## src/rtl/draw_pkg.sv

```systemverilog
// Shared types and defaults for the draw address path.
package draw_pkg;
  typedef enum logic [1:0] {IDLE = 2'd0, RUN = 2'd1, DONE = 2'd2} draw_state_t;

  localparam int DRAW_ADDR_W = 14;
  localparam int DRAW_LANES  = 2;
endpackage

```

## src/rtl/draw_addr_gen_if.sv

```systemverilog
// Command/beat bundle between a sweep requester (master) and draw_addr_gen (slave).
interface draw_addr_gen_if
  import draw_pkg::*;
#(
  parameter int ADDR_W = DRAW_ADDR_W,
  parameter int LANES  = DRAW_LANES,
  parameter int LB     = $clog2(LANES),
  parameter int WORD_W = ADDR_W - LB
);
  logic                    start;
  logic [WORD_W-1:0]       base;
  logic [WORD_W:0]         length;
  logic                    loop;
  logic                    abort;
  logic                    stall;
  logic [LANES*ADDR_W-1:0] addr;
  logic                    valid;
  logic                    busy;
  logic                    done;

  modport master (output start, base, length, loop, abort, stall,
                  input  addr, valid, busy, done);
  modport slave  (input  start, base, length, loop, abort, stall,
                  output addr, valid, busy, done);
endinterface

```

## src/rtl/draw_word_counter.sv

```systemverilog
// Loadable word counter with a remaining-beats count; reload restarts the latched range.
module draw_word_counter
  import draw_pkg::*;
#(
  parameter int WORD_W = 13
) (
  input  logic              clk,
  input  logic              reset,
  input  logic              load,
  input  logic              advance,
  input  logic              reload,
  input  logic [WORD_W-1:0] base,
  input  logic [WORD_W:0]   length,
  output logic [WORD_W-1:0] word,
  output logic              last
);
  logic [WORD_W-1:0] base_l;
  logic [WORD_W:0]   len_l;
  logic [WORD_W:0]   remaining;

  always_ff @(posedge clk) begin
    if (reset) begin
      base_l    <= '0;
      len_l     <= '0;
      word      <= '0;
      remaining <= '0;
    end else if (load) begin
      base_l    <= base;
      len_l     <= length;
      word      <= base;
      remaining <= length;
    end else if (reload) begin
      word      <= base_l;
      remaining <= len_l;
    end else if (advance) begin
      // word wraps naturally at 2^WORD_W
      word      <= word + WORD_W'(1);
      remaining <= remaining - (WORD_W+1)'(1);
    end
  end

  assign last = (remaining == (WORD_W+1)'(1));
endmodule

```

## src/rtl/draw_addr_gen.sv

```systemverilog
// Multi-lane address sweep: one word per beat, lane index appended as address LSBs.
module draw_addr_gen
  import draw_pkg::*;
#(
  parameter int ADDR_W = DRAW_ADDR_W,
  parameter int LANES  = DRAW_LANES,
  parameter int LB     = $clog2(LANES),
  parameter int WORD_W = ADDR_W - LB
) (
  input  logic          clk,
  input  logic          reset,
  draw_addr_gen_if.slave bus
);
  draw_state_t       state, state_nx;
  logic              loop_l;
  logic [WORD_W-1:0] word;
  logic              last;
  logic              load, accept, advance, reload;
  logic              vld, bsy, dn;

  always_ff @(posedge clk) begin
    if (reset) begin
      state  <= IDLE;
      loop_l <= 1'b0;
    end else begin
      state <= state_nx;
      if (load) loop_l <= bus.loop;
    end
  end

  // abort wins over stall and over completion of the final beat
  always_comb begin
    state_nx = state;
    case (state)
      IDLE:    if (bus.start) state_nx = (bus.length == '0) ? DONE : RUN;
      RUN:     if (bus.abort) state_nx = IDLE;
               else if (!bus.stall && last && !loop_l) state_nx = DONE;
      DONE:    state_nx = IDLE;
      default: state_nx = IDLE;
    endcase
  end

  always_comb begin
    vld = 1'b0;
    bsy = 1'b0;
    dn  = 1'b0;
    case (state)
      RUN:     begin vld = 1'b1; bsy = 1'b1; end
      DONE:    begin bsy = 1'b1; dn = 1'b1; end
      default: ;
    endcase
  end

  assign load    = (state == IDLE) && bus.start;
  assign accept  = (state == RUN) && !bus.stall && !bus.abort;
  assign advance = accept && !last;
  assign reload  = accept && last && loop_l;

  draw_word_counter #(.WORD_W(WORD_W)) u_cnt (
    .clk    (clk),
    .reset  (reset),
    .load   (load),
    .advance(advance),
    .reload (reload),
    .base   (bus.base),
    .length (bus.length),
    .word   (word),
    .last   (last)
  );

  // addr reads as zero whenever no beat is live
  logic [LANES-1:0][ADDR_W-1:0] lane_addr;
  for (genvar k = 0; k < LANES; k++) begin : g_lane
    assign lane_addr[k] = vld ? {word, LB'(k)} : '0;
  end

  assign bus.addr  = lane_addr;
  assign bus.valid = vld;
  assign bus.busy  = bsy;
  assign bus.done  = dn;
endmodule

```

## src/flat_wrapper.sv

```systemverilog
// flat-port wrapper written by rule: the top's interface ports become plain ports
module draw_addr_gen_flat import draw_pkg::*;
#(
  parameter int ADDR_W = DRAW_ADDR_W,
  parameter int LANES  = DRAW_LANES,
  parameter int LB     = $clog2(LANES),
  parameter int WORD_W = ADDR_W - LB
)
  (clk, reset, bus_start, bus_base, bus_length, bus_loop, bus_abort, bus_stall, bus_addr, bus_valid, bus_busy, bus_done);
  draw_addr_gen_if #(.ADDR_W(ADDR_W), .LANES(LANES), .LB(LB), .WORD_W(WORD_W)) bus_i ();
  input  logic clk;
  input  logic reset;
  input wire logic [$bits(bus_i.start)-1:0] bus_start;
  input wire logic [$bits(bus_i.base)-1:0] bus_base;
  input wire logic [$bits(bus_i.length)-1:0] bus_length;
  input wire logic [$bits(bus_i.loop)-1:0] bus_loop;
  input wire logic [$bits(bus_i.abort)-1:0] bus_abort;
  input wire logic [$bits(bus_i.stall)-1:0] bus_stall;
  output wire logic [$bits(bus_i.addr)-1:0] bus_addr;
  output wire logic [$bits(bus_i.valid)-1:0] bus_valid;
  output wire logic [$bits(bus_i.busy)-1:0] bus_busy;
  output wire logic [$bits(bus_i.done)-1:0] bus_done;
  assign bus_i.start = bus_start;
  assign bus_i.base = bus_base;
  assign bus_i.length = bus_length;
  assign bus_i.loop = bus_loop;
  assign bus_i.abort = bus_abort;
  assign bus_i.stall = bus_stall;
  assign bus_addr = bus_i.addr;
  assign bus_valid = bus_i.valid;
  assign bus_busy = bus_i.busy;
  assign bus_done = bus_i.done;
  draw_addr_gen #(.ADDR_W(ADDR_W), .LANES(LANES), .LB(LB), .WORD_W(WORD_W)) u_core (.clk(clk), .reset(reset), .bus(bus_i));
endmodule
```

## config.mk

```make
export PLATFORM = sky130hd
export DESIGN_NAME = draw_addr_gen_flat
export DESIGN_NICKNAME = d
export VERILOG_FILES = /design/src/rtl/draw_pkg.sv /design/src/rtl/draw_addr_gen_if.sv /design/src/rtl/draw_word_counter.sv /design/src/rtl/draw_addr_gen.sv /design/src/flat_wrapper.sv
export SDC_FILE = /design/constraint.sdc
export NUM_CORES = 1
export LEC_CHECK = 0
export ABC_AREA = 1
export CAP_MARGIN = 20
export CORE_AREA = 2 2 123 65
export DETAILED_ROUTE_END_ITERATION = 12
export DIE_AREA = 0 0 125 67
export PLACE_DENSITY = 0.72
export SLEW_MARGIN = 40
export SYNTH_ARGS = -nofsm -noshare
export SYNTH_HDL_FRONTEND = slang
export SYNTH_HIERARCHICAL = 1
export SYNTH_SLANG_ARGS = --single-unit
export TNS_END_PERCENT = 50
```

## constraint.sdc

```tcl
create_clock -name clk -period 4.8 [get_ports clk]
set_clock_uncertainty 0.1 [all_clocks]
set_input_delay 0.72 -clock clk [delete_from_list [all_inputs] [get_ports clk]]
set_output_delay 0.72 -clock clk [all_outputs]
set_load 0.02 [all_outputs]
```

==> results of run 1 <==
final timing paths:
path,to,from,slack (ps),depth (start not counted)
setup / recovery,bus_addr[8],u_core/state[1]$_SDFFE_PP0P_,1900,5
hold / removal,u_core/u_cnt/len_l[0]$_SDFFE_PP0P_,u_core/u_cnt/len_l[0]$_SDFFE_PP0P_,370,2
setup reg to reg,u_core/u_cnt/word[4]$_SDFFE_PP0P_,u_core/state[1]$_SDFFE_PP0P_,2010,13
hold reg to reg,u_core/u_cnt/len_l[0]$_SDFFE_PP0P_,u_core/u_cnt/len_l[0]$_SDFFE_PP0P_,370,2
per-layer routing:
layer,vias to the layer above,track usage [%]
met1,1492,26.7
li1,1741,-
met4,0,7.78
met5,-,0
met2,102,34.8
met3,5,4.66
state kept, by name, indices dropped and copies added, names as in the netlist:
name / count
u_core/u_cnt/remaining: 14
u_core/loop_l: 1
u_core/u_cnt/len_l: 14
u_core/u_cnt/base_l: 13
u_core/u_cnt/word: 13
u_core/state: 2
cell type report:
type / count / share of cell area, %
Clock buffer: 10 / 5.75
Clock inverter: 5 / 1.35
Inverter: 49 / 4.54
Timing Repair Buffer: 65 / 15.5
Sequential cell: 57 / 27.4
Multi-Input combinational cell: 374 / 42.6
Tap cell: 96 / 2.89
through the flow:
| step | instances | power [mW] | utilization (%) | area [um2] |
|---|---|---|---|---|
| 3_3_place_gp | 641 | 0.976 | 53.6 | 3860 |
| 2_1_floorplan | 516 | 0.874 | - | 3340 |
| 5_1_grt | 656 | 1.70 | 57.7 | 4160 |
| 4_1_cts | 656 | 1.61 | 57.7 | 4160 |
| 6_report | 656 | 1.60 | 57.7 | 4160 |
| 3_5_place_dp | 641 | 0.979 | 53.6 | 3860 |
cells by family after synthesis:
group | synth area share [%]
adders and majority gates | 2.25
other | 0.112
xor gates and xnor gates | 1.31
and+or+nand+nor | 30.4
buffers and inverters | 12.8
DFF | 34.2
AOI/OAI and AO/OA | 18.9
report_power, final:
part	internal [mW]	total [mW]	leakage, nW	switching [mW]
sequential	0.527	0.573	0.470	0.0459
clock	0.411	0.622	0.144	0.211
combinational	0.154	0.404	1.21	0.250
total	1.09	1.60	1.82	0.507
cells in the final DEF (no fill, tap or decap), drive strengths merged, types with 2 or more instances in the layout:
master | Yosys | layout
nand4 | 6 | 6
dfxtp | 57 | 57
nand3b | 2 | 2
xnor2 | 2 | 2
a31oi | 10 | 10
clkinv | 0 | 3
nand3 | 24 | 24
o211ai | 2 | 2
clkbuf | 8 | 10
nor2 | 38 | 38
a21oi | 66 | 66
buf | 28 | 3
nor3 | 2 | 2
ha | 6 | 6
nand2 | 168 | 168
xor2 | 3 | 3
clkdlybuf4s50 | 0 | 62
o21ai | 41 | 41
inv | 49 | 49
critical path, delay by kind of cell, from the launching register on:
kind	cells	cell delay, ps
buffers and inverters	3	790
and+or+nand+nor	1	110
DFF	1	310
adders and majority gates	1	550
==> flow_summary_export.csv, run 1 <==
group,metric,value,unit
route,met1_length,3960,um
clock_tree,cts_made_buffers,9,
worst_setup_path,cp-start-kind,"register",
route,vias_per_cell,5.09,
sta,hold_slack,369,ps
sta,setup_violations,0,
global_route,grt_pass1_wl,13800,um
run,maxCapViolCount,0,
synth,postSynthAreaPerCell,6.47,um2
global_route,grt_antenna_before_repair,0,
worst_setup_path,cpMostUsedCell,"inv_1",
layout,drive_gt1_share,5.36,%
sta,hold_viol,0,
synth,synth_seq_cells,57,
layout,syn_to_final_growth,24.6,%
synth,synth_area_leader_cell,"dfxtp_1",
synth,synth_ff_type,"dfxtp_1",
synth,yosys_warnings,6,
sta,fin_crit,2900,ps
global_route,grt_usage,20.8,%
clock_tree,clock-sinks,57,
worst_setup_path,max_stage_delay,600,ps
clock_tree,cts_tree,"done",
sta,slew_violations,0,
floorplan,coreArea,7210,um2
placement,gp_congestion,0.903,
floorplan,die_w,125,um
floorplan,die_h,67,um
power_and_ir_drop,p_per_area,384,nW/um2
worst_setup_path,critical_path_arrival,2080,ps
sta,rsz0062_at_grt,"no",
synth,synthTopCellsByCount,"nand2_1, a21oi_1, dfxtp_1",
worst_setup_path,cp_cell_sequence,"inv_1 > ha_1 > nand2_1 > inv_1 > clkdlybuf4s50_1",
layout,seq_area,1140,um2
sta,setup_ws,1900,ps
worst_setup_path,path_class,"reg2out",
sta,fin_crit_sh,60.4,%
synth,synthTopCellsByArea,"dfxtp_1, nand2_1, a21oi_1, inv_1, buf_4",
route,highest_layer,"met4",
synth,syn_area,3340,um2
global_route,overflow,0,
sta,worst_pin_slew,730,ps
power_and_ir_drop,ir_drop,0.000160,V
worst_setup_path,crit_required,3980,ps
route,wl_per_cell,12.3,um
clock_tree,cts_resized,0,
worst_setup_path,end_kind,"output pin",
synth,synthCells,516,
global_route,grt_max_degree,46,
floorplan,rows,22,
hold_path,hp-class,"reg2reg",
clock_tree,cts_max_level,3,
sta,relSlewSlack,51.3,%
route,wl,8080,um
route,dr_wl_met3,554,um
route,num_vias,3340,
worst_setup_path,critical_path.slowest_cell,"clkdlybuf4s50_1",
route,drt-initial-drc-count,276,
route,met2_length,3500,um
sta,tns,0,ps
synth,yosysMostFrequentCell,"nand2_1",
clock_tree,clkTransAtPathRegs,50,ps
layout,antenna_cells,0,
worst_setup_path,path_max_fanout,16,
clock_tree,holdBufCountCts,0,
clock_tree,clock_latency,320,ps
floorplan,dieArea,8380,um2
outcome,status,"completed",
route,ant_nets,0,
route,drc,0,
floorplan,io_pins,64,
placement,io_buffers,62,
floorplan,initial_core_util,46.3,%
power_and_ir_drop,p_leak,1.82,nW
global_route,grt_pass1_vias,3007,
synth,synth.top_cell.area_share,34.2,%
synth,async_flop_share,0,%
clock_tree,cts_buffer_depth,2,
synth,syn_nets,555,
layout,multiInputGateArea,1770,um2
placement,pre_cts_ws,1890,ps
sta,max_freq,0.345,GHz
route,dr.pass1.iters,5,
placement,hpwlAfterDp,5520,um
layout,fin_nets,595,
clock_tree,post_cts_buffers,0,
synth,post_synth_num_cell_types,29,
layout,num-fill-cells,720,
synth,yosysSeqAreaShare,34.2,%
synth,synth_edf_count,0,
clock_tree,cts_root_buffer,"clkbuf_16",
No activity file was read; power rests on OpenSTA's default activity.
==> run 2, diff against run 1 <==
--- a/config.mk
+++ b/config.mk
@@ -10,7 +10,7 @@
 export CORE_AREA = 2 2 123 65
 export DETAILED_ROUTE_END_ITERATION = 12
 export DIE_AREA = 0 0 125 67
-export PLACE_DENSITY = 0.72
+export PLACE_DENSITY = 0.75
 export SLEW_MARGIN = 40
 export SYNTH_ARGS = -nofsm -noshare
 export SYNTH_HDL_FRONTEND = slang
==> constraint.sdc (replaced) <==
create_clock -name clk -period 2.4 [get_ports clk]
set_clock_uncertainty 0.1 [all_clocks]
set_input_delay 0.36 -clock clk [delete_from_list [all_inputs] [get_ports clk]]
set_output_delay 0.36 -clock clk [all_outputs]
set_load 0.02 [all_outputs]
==> run 2 against run 1 <==
Net effect: die area unchanged; utilization grew 1.6 points; sequential power grew 100%; flip-flop and latch count stayed put; setup slack got worse by 1800 ps; largest cell class unchanged; highest routed layer unchanged.
==> flow_summary_export.csv, run 2 (synthesized netlist as in run 1, its figures left out) <==
group,metric,value,unit
power_and_ir_drop,p_clk_share,38.9,%
floorplan,rows,22,
worst_setup_path,r2r-end,"u_core/u_cnt/word[4]$_SDFFE_PP0P_",
worst_setup_path,r2r_start,"u_core/u_cnt/remaining[1]$_SDFFE_PP0P_",
floorplan,io_pins,64,
sta,max_freq,0.435,GHz
clock_tree,cts_made_buffers,9,
route,drc,0,
floorplan,die_h,67,um
clock_tree,clock-sinks,57,
floorplan,die_w,125,um
clock_tree,cts_max_level,3,
layout,syn_to_final_growth,28.1,%
sta,fin_crit,2300,ps
sta,hold_viol,0,
route,ant_nets,0,
power_and_ir_drop,seqPwrFrac,35.6,%
layout,postLayoutCellArea,4280,um2
placement,io_buffers,62,
global_route,grt_pass1_wl,13800,um
placement,gp_congestion,0.892,
hold_path,hold_path_depth,2,
route,dr.pass1.iters,5,
layout,fin_nets,602,
worst_setup_path,crit_required,1940,ps
placement,dpl_cell_area,3920,um2
power_and_ir_drop,intPower,2.19,mW
placement,hpwlAfterDp,5670,um
route,wl_per_cell,12.5,um
route,vias_per_cell,5.18,
worst_setup_path,rr_worst_depth,12,
power_and_ir_drop,switching_share,31.9,%
sta,rsz0062_at_grt,"no",
power_and_ir_drop,ir_drop,0.000340,V
sta,fin_crit_sh,95.8,%
clock_tree,post_cts_buffers,0,
power_and_ir_drop,p_leak,2.30,nW
hold_path,hp-class,"reg2reg",
power_and_ir_drop,p_sw,1.03,mW
worst_setup_path,critical_path_arrival,1840,ps
clock_tree,clock_latency,330,ps
sta,setup_ws,102,ps
global_route,grt_pass1_vias,3038,
worst_setup_path,path_max_fanout,15,
clock_tree,cts_tree,"done",
global_route,grt_max_degree,38,
layout,final_common_cell,"nand2_1",
worst_setup_path,end_kind,"output pin",
hold_path,min_from,"u_core/u_cnt/len_l[4]$_SDFFE_PP0P_",
global_route,grt_usage,20.8,%
layout,drive_gt1_share,6.53,%
sta,setup_violations,0,
run,maxCapViolCount,0,
floorplan,dieArea,8380,um2
worst_setup_path,r2r_slack,210,ps
power_and_ir_drop,pwr-share-comb,25.5,%
global_route,overflow,0,
clock_tree,cts_buffer_depth,2,
layout,top_regs,"u_core/u_cnt/len_l x14, u_core/u_cnt/remaining x14",
layout,final_cell_mix,"nand2_1, a21oi_1, dfxtp_1",
route,num_vias,3437,
sta,hold_slack,371,ps
global_route,grt_antenna_before_repair,0,
clock_tree,cts_root_buffer,"clkbuf_16",
sta,slew_violations,0,
layout,final_core_util,59.3,%
layout,antenna_cells,0,
outcome,status,"completed",
power_and_ir_drop,p_per_area,753,nW/um2
clock_tree,clkTransAtPathRegs,50,ps
hold_path,min_to,"u_core/u_cnt/len_l[4]$_SDFFE_PP0P_",
placement,pre_cts_ws,91.5,ps
floorplan,coreArea,7210,um2
sta,tns,0,ps
route,drt-initial-drc-count,244,
floorplan,initial_core_util,46.3,%
worst_setup_path,path_class,"reg2out",
route,wl,8310,um
worst_setup_path,cp-start-kind,"register",
[run 2: worst max-delay path by stage]
| stage | endpoint | depth (start not counted) | startpoint | slack [ps] |
|---|---|---|---|---|
| after floorplan | u_core/u_cnt/remaining[6]$_SDFFE_PP0P_ | 12 | u_core/state[1]$_SDFFE_PP0P_ | 400 |
| after global placement | u_core/u_cnt/word[1]$_SDFFE_PP0P_ | 10 | bus_abort | 170 |
| after detailed placement | u_core/u_cnt/remaining[1]$_SDFFE_PP0P_ | 10 | bus_abort | 90 |
| after CTS | bus_addr[20] | 6 | u_core/state[1]$_SDFFE_PP0P_ | 50 |
| after global routing | u_core/u_cnt/word[4]$_SDFFE_PP0P_ | 12 | u_core/u_cnt/remaining[1]$_SDFFE_PP0P_ | 2 |
| final | bus_addr[16] | 6 | u_core/state[1]$_SDFFE_PP0P_ | 100 |
[run 2: repair_timing]
item / 4_1_cts / 5_1_grt
gates resized for setup: 0 / 26
hold endpoints to repair: 0 / 0
setup endpoints to repair: 0 / 41
hold buffers: 0 / 0
[run 2: critical path, stage by stage (launching register included)]
cell and delay [ps]:
dfxtp_1 310, inv_1 80, ha_1 180, buf_4 210
nand2_1 70, inv_1 60, clkdlybuf4s50_1 590
[run 2: layer usage]
metal  vias to the layer above  routed length (um)  GRT usage [%]
li1                       1763                   -              -
met1                      1558                4120           26.8
met2                       111                3590           34.2
met3                         5                 532           6.27
met4                         0                  75           5.83
met5                         -                   0              0
[run 2: final cells by class]
cell class | instances | area, um2
clock buffers | 10 | 239
clock inverters | 5 | 56.3
fillers | 679 | 2940
inverters | 49 | 194
multi-input cells | 374 | 1770
flip-flops and latches | 57 | 1140
well taps | 96 | 120
repair buffers | 72 | 756
[run 2: through the flow]
step	total power, mW	instances
after global placement	1.96	648
after floorplan	1.75	516
final	3.22	663
after global routing	3.41	663
after detailed placement	1.97	648
after CTS	3.23	663
[run 2: power by group through the flow]
| stage | combinational [mW] | sequential (mW) | clock, mW |
|---|---|---|---|
| after global placement | 0.800 | 1.16 | 0 |
| after CTS | 0.820 | 1.14 | 1.27 |
| after floorplan | 0.611 | 1.14 | 0 |
| after detailed placement | 0.809 | 1.16 | 0 |
| final | 0.820 | 1.15 | 1.25 |
| after global routing | 0.927 | 1.16 | 1.32 |
==> run 3, diff against run 2 <==
--- a/config.mk
+++ b/config.mk
@@ -7,10 +7,12 @@
 export LEC_CHECK = 0
 export ABC_AREA = 1
 export CAP_MARGIN = 20
-export CORE_AREA = 2 2 123 65
+export CORE_AREA = 4 4 125 67
+export CTS_CLUSTER_DIAMETER = 80
 export DETAILED_ROUTE_END_ITERATION = 12
-export DIE_AREA = 0 0 125 67
+export DIE_AREA = 0 0 129 71
 export PLACE_DENSITY = 0.75
+export SKIP_LAST_GASP = 1
 export SLEW_MARGIN = 40
 export SYNTH_ARGS = -nofsm -noshare
 export SYNTH_HDL_FRONTEND = slang
==> run 3 against run 2 <==
Net effect: flip-flop and latch count did not move; largest cell class unchanged; clock-buffer cell count grew 1; setup slack worse by 18 ps; critical path depth stayed put; critical path type unchanged.
==> flow_summary_export.csv, run 3 (synthesized netlist as in run 1, its figures left out) <==
group,metric,value,unit
worst_setup_path,cp-start-kind,"register",
placement,hpwlAfterDp,6000,um
worst_setup_path,path_class,"reg2out",
layout,fin_nets,601,
layout,final_common_cell,"nand2_1",
floorplan,io_pins,64,
clock_tree,clkTransAtPathRegs,50,ps
floorplan,initial_core_util,46.3,%
floorplan,die_w,129,um
worst_setup_path,crit_required,1940,ps
clock_tree,cts_made_buffers,9,
route,dr.pass1.iters,5,
clock_tree,cts_buffer_depth,2,
floorplan,rows,22,
global_route,grt_usage,19.5,%
layout,final_core_util,58.9,%
global_route,grt_pass1_wl,14500,um
power_and_ir_drop,finalPower,3.22,mW
placement,io_buffers,62,
worst_setup_path,critical_path.slowest_cell,"clkdlybuf4s50_1",
sta,max_freq,0.432,GHz
route,drt-initial-drc-count,230,
power_and_ir_drop,ir_drop,0.000332,V
floorplan,coreArea,7210,um2
power_and_ir_drop,p_leak,2.16,nW
sta,setup_ws,83.1,ps
power_and_ir_drop,p_per_area,758,nW/um2
clock_tree,cts_max_level,3,
global_route,grt_max_degree,38,
floorplan,die_h,71,um
layout,syn_to_final_growth,27.3,%
global_route,grt_antenna_before_repair,0,
hold_path,hp-class,"reg2reg",
global_route,grt_pass1_vias,3098,
route,ant_nets,0,
sta,rsz0062_at_grt,"yes",
layout,drive_gt1_share,6.35,%
sta,fin_crit,2320,ps
placement,dpl_cell_area,3910,um2
floorplan,dieArea,9160,um2
worst_setup_path,cpMostUsedCell,"inv_1",
route,vias_per_cell,5.07,
worst_setup_path,max_stage_delay,590,ps
layout,final_cell_mix,"nand2_1, a21oi_1, dfxtp_1",
sta,slew_violations,0,
layout,postLayoutCellArea,4250,um2
clock_tree,cts_tree,"done",
route,drc,0,
worst_setup_path,critical_path_arrival,1860,ps
run,maxCapViolCount,0,
worst_setup_path,path_max_fanout,15,
route,num_vias,3360,
layout,antenna_cells,0,
sta,hold_viol,0,
worst_setup_path,cp_cell_sequence,"inv_1 > ha_1 > buf_4 > nand2_1 > inv_1 > clkdlybuf4s50_1",
route,wl,8550,um
clock_tree,cts_root_buffer,"clkbuf_16",
sta,fin_crit_sh,96.5,%
route,wl_per_cell,12.9,um
layout,top_regs,"u_core/u_cnt/len_l x14, u_core/u_cnt/remaining x14",
clock_tree,post_cts_buffers,0,
outcome,status,"completed",
global_route,overflow,0,
placement,gp_congestion,0.880,
sta,worst_pin_slew,502,ps
sta,hold_slack,367,ps
placement,pre_cts_ws,104,ps
clock_tree,clock_latency,320,ps
clock_tree,clock-sinks,57,
sta,relSlewSlack,66.5,%
sta,setup_violations,0,
worst_setup_path,end_kind,"output pin",
run 3: cell count changes in the layout (fill, tap and decap cells not counted), sizes merged:
cell | previous run | this run
clkinvlp | 1 | 2
clkbuf | 10 | 11
clkdlybuf4s50 | 38 | 45
clkinv | 3 | 2
dlymetal6s2s | 24 | 17
buf | 10 | 9
run 3: area by class of cell:
cell class / instances / area, um2
inverters: 49 / 189
well taps: 96 / 120
repair buffers: 71 / 731
clock inverters: 5 / 55.1
clock buffers: 11 / 243
flip-flops and latches: 57 / 1140
fillers: 691 / 2960
multi-input cells: 374 / 1770
run 3: final timing paths:
kind                                                from  slack, ps                              endpoint  cells after the start
setup / recovery            u_core/state[1]$_SDFFE_PP0P_         80                          bus_addr[27]                      6
hold / removal      u_core/u_cnt/base_l[12]$_SDFFE_PP0P_        370  u_core/u_cnt/base_l[12]$_SDFFE_PP0P_                      2
setup reg to reg  u_core/u_cnt/remaining[1]$_SDFFE_PP0P_        160     u_core/u_cnt/word[4]$_SDFFE_PP0P_                     12
hold reg to reg     u_core/u_cnt/base_l[12]$_SDFFE_PP0P_        370  u_core/u_cnt/base_l[12]$_SDFFE_PP0P_                      2
run 3: worst max-delay path, delay by kind of cell (launching register included):
kind,cells,cell delay (ps)
and+or+nand+nor,1,70
buffers and inverters,4,970
DFF,1,310
adders and majority gates,1,180
run 3: power by group:
part           total (mW)  switching [mW]  internal, mW
logic               0.820           0.505         0.315
registers            1.15          0.0944          1.05
clock network        1.25           0.426         0.826
run 3: metal layers:
metal,vias to the layer above,GRT usage [%],wire length (um)
li1,1760,-,-
met1,1510,27.3,4250
met2,88,29.9,3760
met3,2,4.98,499
met4,0,5.47,36
met5,-,0,0
run 3: through the flow:
stage	cells	TNS (ps)
detailed placement	647	0
global placement	647	0
global route	663	-577
floorplan	516	0
finish	663	0
CTS	663	0
run 3: timing repair:
item / CTS / global route
hold buffers: 0 / 0
endpoints found under the setup margin: 0 / 35
resized for setup: 0 / 17
==> RTL change 1, RTL diff (settings of run 3) <==
Reset style: asynchronous (`reset`), changed in 2 clocked blocks.
--- a/src/rtl/draw_word_counter.sv
+++ b/src/rtl/draw_word_counter.sv
@@ -18,7 +18,7 @@
   logic [WORD_W:0]   len_l;
   logic [WORD_W:0]   remaining;
 
-  always_ff @(posedge clk) begin
+  always_ff @(posedge clk or posedge reset) begin
     if (reset) begin
       base_l    <= '0;
       len_l     <= '0;
--- a/src/rtl/draw_addr_gen.sv
+++ b/src/rtl/draw_addr_gen.sv
@@ -18,7 +18,7 @@
   logic              load, accept, advance, reload;
   logic              vld, bsy, dn;
 
-  always_ff @(posedge clk) begin
+  always_ff @(posedge clk or posedge reset) begin
     if (reset) begin
       state  <= IDLE;
       loop_l <= 1'b0;
Formal check against the unedited RTL: differs if reset is asserted again (counterexample within 4 cycles, from zero or initial values and one cycle with reset high); with reset held inactive, the same outputs for 10 cycles.
==> RTL change 1 against run 3 <==
- area after synthesis rose by 7.4%
- global-route usage fell by 0.26 points
- sequential cell count did not move
- the flow now finishes with violations (negative setup slack)
- routed wire length fell by 2.5%
- non-clock buffer count rose by 9
- critical endpoint is now bus_addr[19]
- setup slack got worse by 0.094 ns
- synthesized cell count fell by 0.58%
- design area rose by 8.0%
Power is not compared: it rests on default switching activity, and its combinational part moved more than twofold at a synthesized area within 25%.
==> RTL change 1: results (changes against run 3) <==
- Synth Instances: 513 (-0.58%)
- Outcome: finished with violations
- Final setup violation count: 2 (+2)
- GRT Total Usage: 19.26% (-0.26 points)
- Placed cell count: 649 (+0.31%)
- Reg2reg end: u_core/u_cnt/word[6]
- Critical Path Fanout Max: 15 (unchanged)
- CTS Buf Count: 9 (unchanged)
- Initial antenna violation count: 0 (unchanged)
- Met2 usage: 30.05% (+0.17 points)
- Crit path to: bus_addr[19]
- Sequential area share after synthesis: 39.78% (+5.6 points)
- CP Launch Point: u_core/state[1]
- Routing usage on met3: 6.637% (+1.7 points)
- Non-Filler Instances: 669 (+0.90%)
- Delay-heaviest family, CP: buffers and inverters
- CP max stage cell: clkdlybuf4s50_1
- Fin worst setup slack: -0.01042 ns (-0.09356 ns)
- Pre-CTS WS: 0.1180 ns (+0.01349 ns)
- Reg2reg setup slack: 0.20 ns (+0.04 ns)
- Async S/R FF share, synth: 100.0% (+100 points)
- DR iter-0 viols: 341 (+48%)
- Leakage: between 2 and 2.5 nW
- Placer Congestion: 0.8495 (-3.5%)
- Met1 usage: 25.14% (-2.2 points)
- Final net count: 608 (+1.2%)
- Antenna Diode Count: 0 (unchanged)
- Net count after synthesis: 552 (-0.54%)
- Min-delay worst type: in -> async
- Routed WL per cell: 12.46 um (-3.4%)
- Cell Area, Placed: 0.004238 mm^2 (+8.4%)
- First-pass GRT wire length: 14120 um (-2.9%)
- Clock root cell: clkbuf_16
- Remaining Overflow, GRT: 0 (unchanged)
- Worst Reg2Reg Path Length in Cells: 13 (+1)
- Vias in the first global route: 3124 (+0.84%)
- Reg-to-Reg Start: u_core/u_cnt/remaining[1]
- Largest net degree at the start of global routing: 64 (+68%)
- Top cells by count, synth: nand2_1 (130), inv_1 (70), a21oi_1 (59)
- Layout cells sized above 1: 9.948% (+3.6 points)
- Setup TNS: -0.01443 ns (-0.01443 ns)
- Skew-Pair Late Insertion Delay: roughly 0.33 ns
- Critical Path AT: 1.95 ns (+0.09 ns)
- Detailed Place HPWL: 5962 um (-0.62%)
- DR pass1 iterations: 5 (unchanged)
- Failing checks: negative setup slack
- Synth unique cells: 28 (-3.4%)
- Synth top area cells: dfrtp_1 (40%), nand2_1 (14%), a21oi_1 (8.2%), inv_1 (7.3%), nor2_1 (5.1%)
- Post-DR vias/cell: 5.013 (-1.1%)
==> RTL change 1: cells by family (layout without fill, tap and decap cells) <==
family / Yosys count / in the layout / synth area share (%)
buffers and inverters: 109 / 169 / 14.13
and+or+nand+nor: 226 / 226 / 26.94
AOI/OAI and AO/OA: 110 / 110 / 15.98
DFF: 57 / 57 / 39.78
adders and majority gates: 6 / 6 / 2.093
other: 1 / 1 / 0.1046
xor gates and xnor gates: 4 / 4 / 0.9769
==> RTL change 1: through the flow <==
step | utilization, % | hold WS [ns]
after floorplan | - | 0.01364
after global placement | 58.76 | 0.3492
after detailed placement | 58.76 | 0.3583
after CTS | 62.49 | 0.1434
after global routing | 63.60 | 0.1668
final | 63.60 | 0.1458
==> RTL change 1: layout make-up <==
type / instances / area [um^2]
inverters: 74 / 286.5
flip-flops and latches: 57 / 1426
multi-input cells: 347 / 1670
fillers: 666 / 2625
clock buffers: 9 / 225.2
well taps: 96 / 120.1
repair buffers: 80 / 798.3
clock inverters: 6 / 60.06
==> RTL change 1: worst min-delay path by stage <==
stage / end / from / slack [ns]
after floorplan: u_core/loop_l / reset / 0.01
after global placement: u_core/u_cnt/base_l[0] / u_core/u_cnt/base_l[0] / 0.35
after detailed placement: u_core/u_cnt/len_l[4] / u_core/u_cnt/len_l[4] / 0.36
after CTS: u_core/state[0] / reset / 0.14
after global routing: u_core/state[0] / reset / 0.17
final: u_core/state[0] / reset / 0.15
==> RTL change 1: metal layers <==
| metal | wire (um) | up-vias |
|---|---|---|
| met2 | 3842 | 74 |
| met1 | 3901 | 1544 |
| li1 | - | 1728 |
| met5 | 0 | - |
| met4 | 97 | 0 |
| met3 | 496 | 8 |
==> RTL change 1: what timing repair did <==
action | 4_1_cts | 5_1_grt
gates resized for setup | 13 | 14
hold buffers | 0 | 0
pin swaps | 0 | 2
gates cloned | 0 | 0
buffers inserted | 0 | 5
endpoints found under the setup margin | 26 | 41
==> RTL change 1: power by group <==
| group | internal, W | switching (W) | total (W) |
|---|---|---|---|
| clock network | 0.000789 | 0.000432 | 0.00122 |
| registers | 0.00143 | 0.000349 | 0.00178 |
| logic | 0.00116 | 0.00174 | 0.00290 |
| total | 0.00338 | 0.00252 | 0.00591 |
==> RTL change 2, RTL diff (settings of run 3) <==
Made on the original files. `DRAW_ADDR_W`: 14 -> 13.
--- a/src/rtl/draw_pkg.sv
+++ b/src/rtl/draw_pkg.sv
@@ -2,7 +2,7 @@
 package draw_pkg;
   typedef enum logic [1:0] {IDLE = 2'd0, RUN = 2'd1, DONE = 2'd2} draw_state_t;
 
-  localparam int DRAW_ADDR_W = 14;
+  localparam int DRAW_ADDR_W = 13;
   localparam int DRAW_LANES  = 2;
 endpackage
 
Interface: changed (resized bus_addr, bus_base and bus_length); port bits go from 64 to 60. No check against the original RTL was run, so the function may have changed too.
==> RTL change 2 against run 3 <==
- power down 18%
- die area stayed put
- sequential cell count fell by 4
- first-iteration DRC count is 5.2% higher
- highest routed layer unchanged
- core utilization decreased by 5.6 points
- routed wire length is 7.6% lower
- global-route usage decreased by 2.6 points
- synthesized cell count shrank 5.8%
- setup slack worse by 0.022 ns
- design area decreased by 9.5%
- area after synthesis shrank 6.0%
==> RTL change 2: results (changes against run 3) <==
- Outcome: complete, no violations
- Largest net degree at the start of global routing: 42 (+11%)
- Placer Congestion: 0.9341 (+6.1%)
- Synth Flop Type: dfxtp_1
- Met1 usage: 23.86% (-3.4 points)
- Worst rel slew slack: 51.83% (-15 points)
- First-pass GRT wire length: 13050 um (-10%)
- Synth unique cells: 31 (+6.9%)
- Vias in the first global route: 2840 (-8.3%)
- H-tree levels: 2 (-1)
- Leakage: 1.766 nW (-18%)
- Port-buffer cells: 58 (-6.5%)
- Clock-net power: 0.000813 W (-35%)
- Synth top area cells: dfxtp_1 (34%), nand2_1 (19%), a21oi_1 (9.9%), inv_1 (5.1%), buf_4 (4.1%)
- DR iter-0 viols: 242 (+5.2%)
- Met1 WL: 3792 um (-11%)
- Vias post-DR: 3120 (-7.1%)
- Combinational Power Share: 29.2% (+3.7 points)
- WL met2: 3576 um (-4.9%)
- Clock root cell: clkbuf_16
- Top cells by count, synth: nand2_1 (158), a21oi_1 (62), dfxtp_1 (53)
- Routed WL per cell: 12.75 um (-1.1%)
- GRT Total Usage: 16.92% (-2.6 points)
- CTS Buf Count: 5 (-4)
- Layout cells sized above 1: 6.298% (-0.051 points)
- Pre-CTS WS: 0.06922 ns (-0.03526 ns)
- Routing usage on met3: 2.715% (-2.3 points)
- Critical Path Fanout Max: 13 (-2)
- Switch share: 33.30% (+1.5 points)
- Final net count: 560 (-6.8%)
- Skew-Pair Late Insertion Delay: 0.29 ns (-0.03 ns)
- Top Registers: u_core/u_cnt/len_l: 13 flops, u_core/u_cnt/remaining: 13 flops
- Net count after synthesis: 523 (-5.8%)
- Peak supply drop: 0.0003351 V (+0.87%)
- Detailed Place HPWL: 5557 um (-7.4%)
- Critical Path AT: 1.88 ns (+0.02 ns)
- Initial antenna violation count: 0 (unchanged)
- Post-DR vias/cell: 5.032 (-0.70%)
- Met2 usage: 27.29% (-2.6 points)
- Clock network power share: 30.6% (-8.3 points)
- Placed cell count: 612 (-5.4%)
- Sequential area share after synthesis: 33.83% (-0.36 points)
- Met3 wire len: 440 um (-12%)
- Clock transition at the registers of the reported paths: approximately 0.06 ns
- Synth Instances: 486 (-5.8%)
- Cell Area, Placed: 0.003651 mm^2 (-6.6%)
## RTL change 2: worst paths after layout
kind / start / endpoint / slack, ns / depth (start not counted)
hold reg to reg: u_core/u_cnt/len_l[3] / u_core/u_cnt/len_l[3] / 0.37 / 2
setup reg to reg: u_core/u_cnt/remaining[4] / u_core/u_cnt/word[1] / 0.23 / 14
hold / removal: u_core/u_cnt/len_l[3] / u_core/u_cnt/len_l[3] / 0.37 / 2
setup / recovery: u_core/state[1] / bus_addr[5] / 0.06 / 6
## RTL change 2: layout make-up
class                      instances  area, um^2
tap                               96       120.1
clock inverter                     2       38.79
sequential                        53        1061
multi-input combinational        351        1660
inverter                          47       192.7
fill                             728        3364
timing repair buffer              65       645.6
clock buffer                       6       128.9
## RTL change 2: cells by family after synthesis
family / synth area share [%]
simple gates: 30.24
flops: 33.83
buf+inv: 13.40
fa+ha+maj: 2.393
xor+xnor: 1.117
other cells: 0.1196
compound gates: 18.91
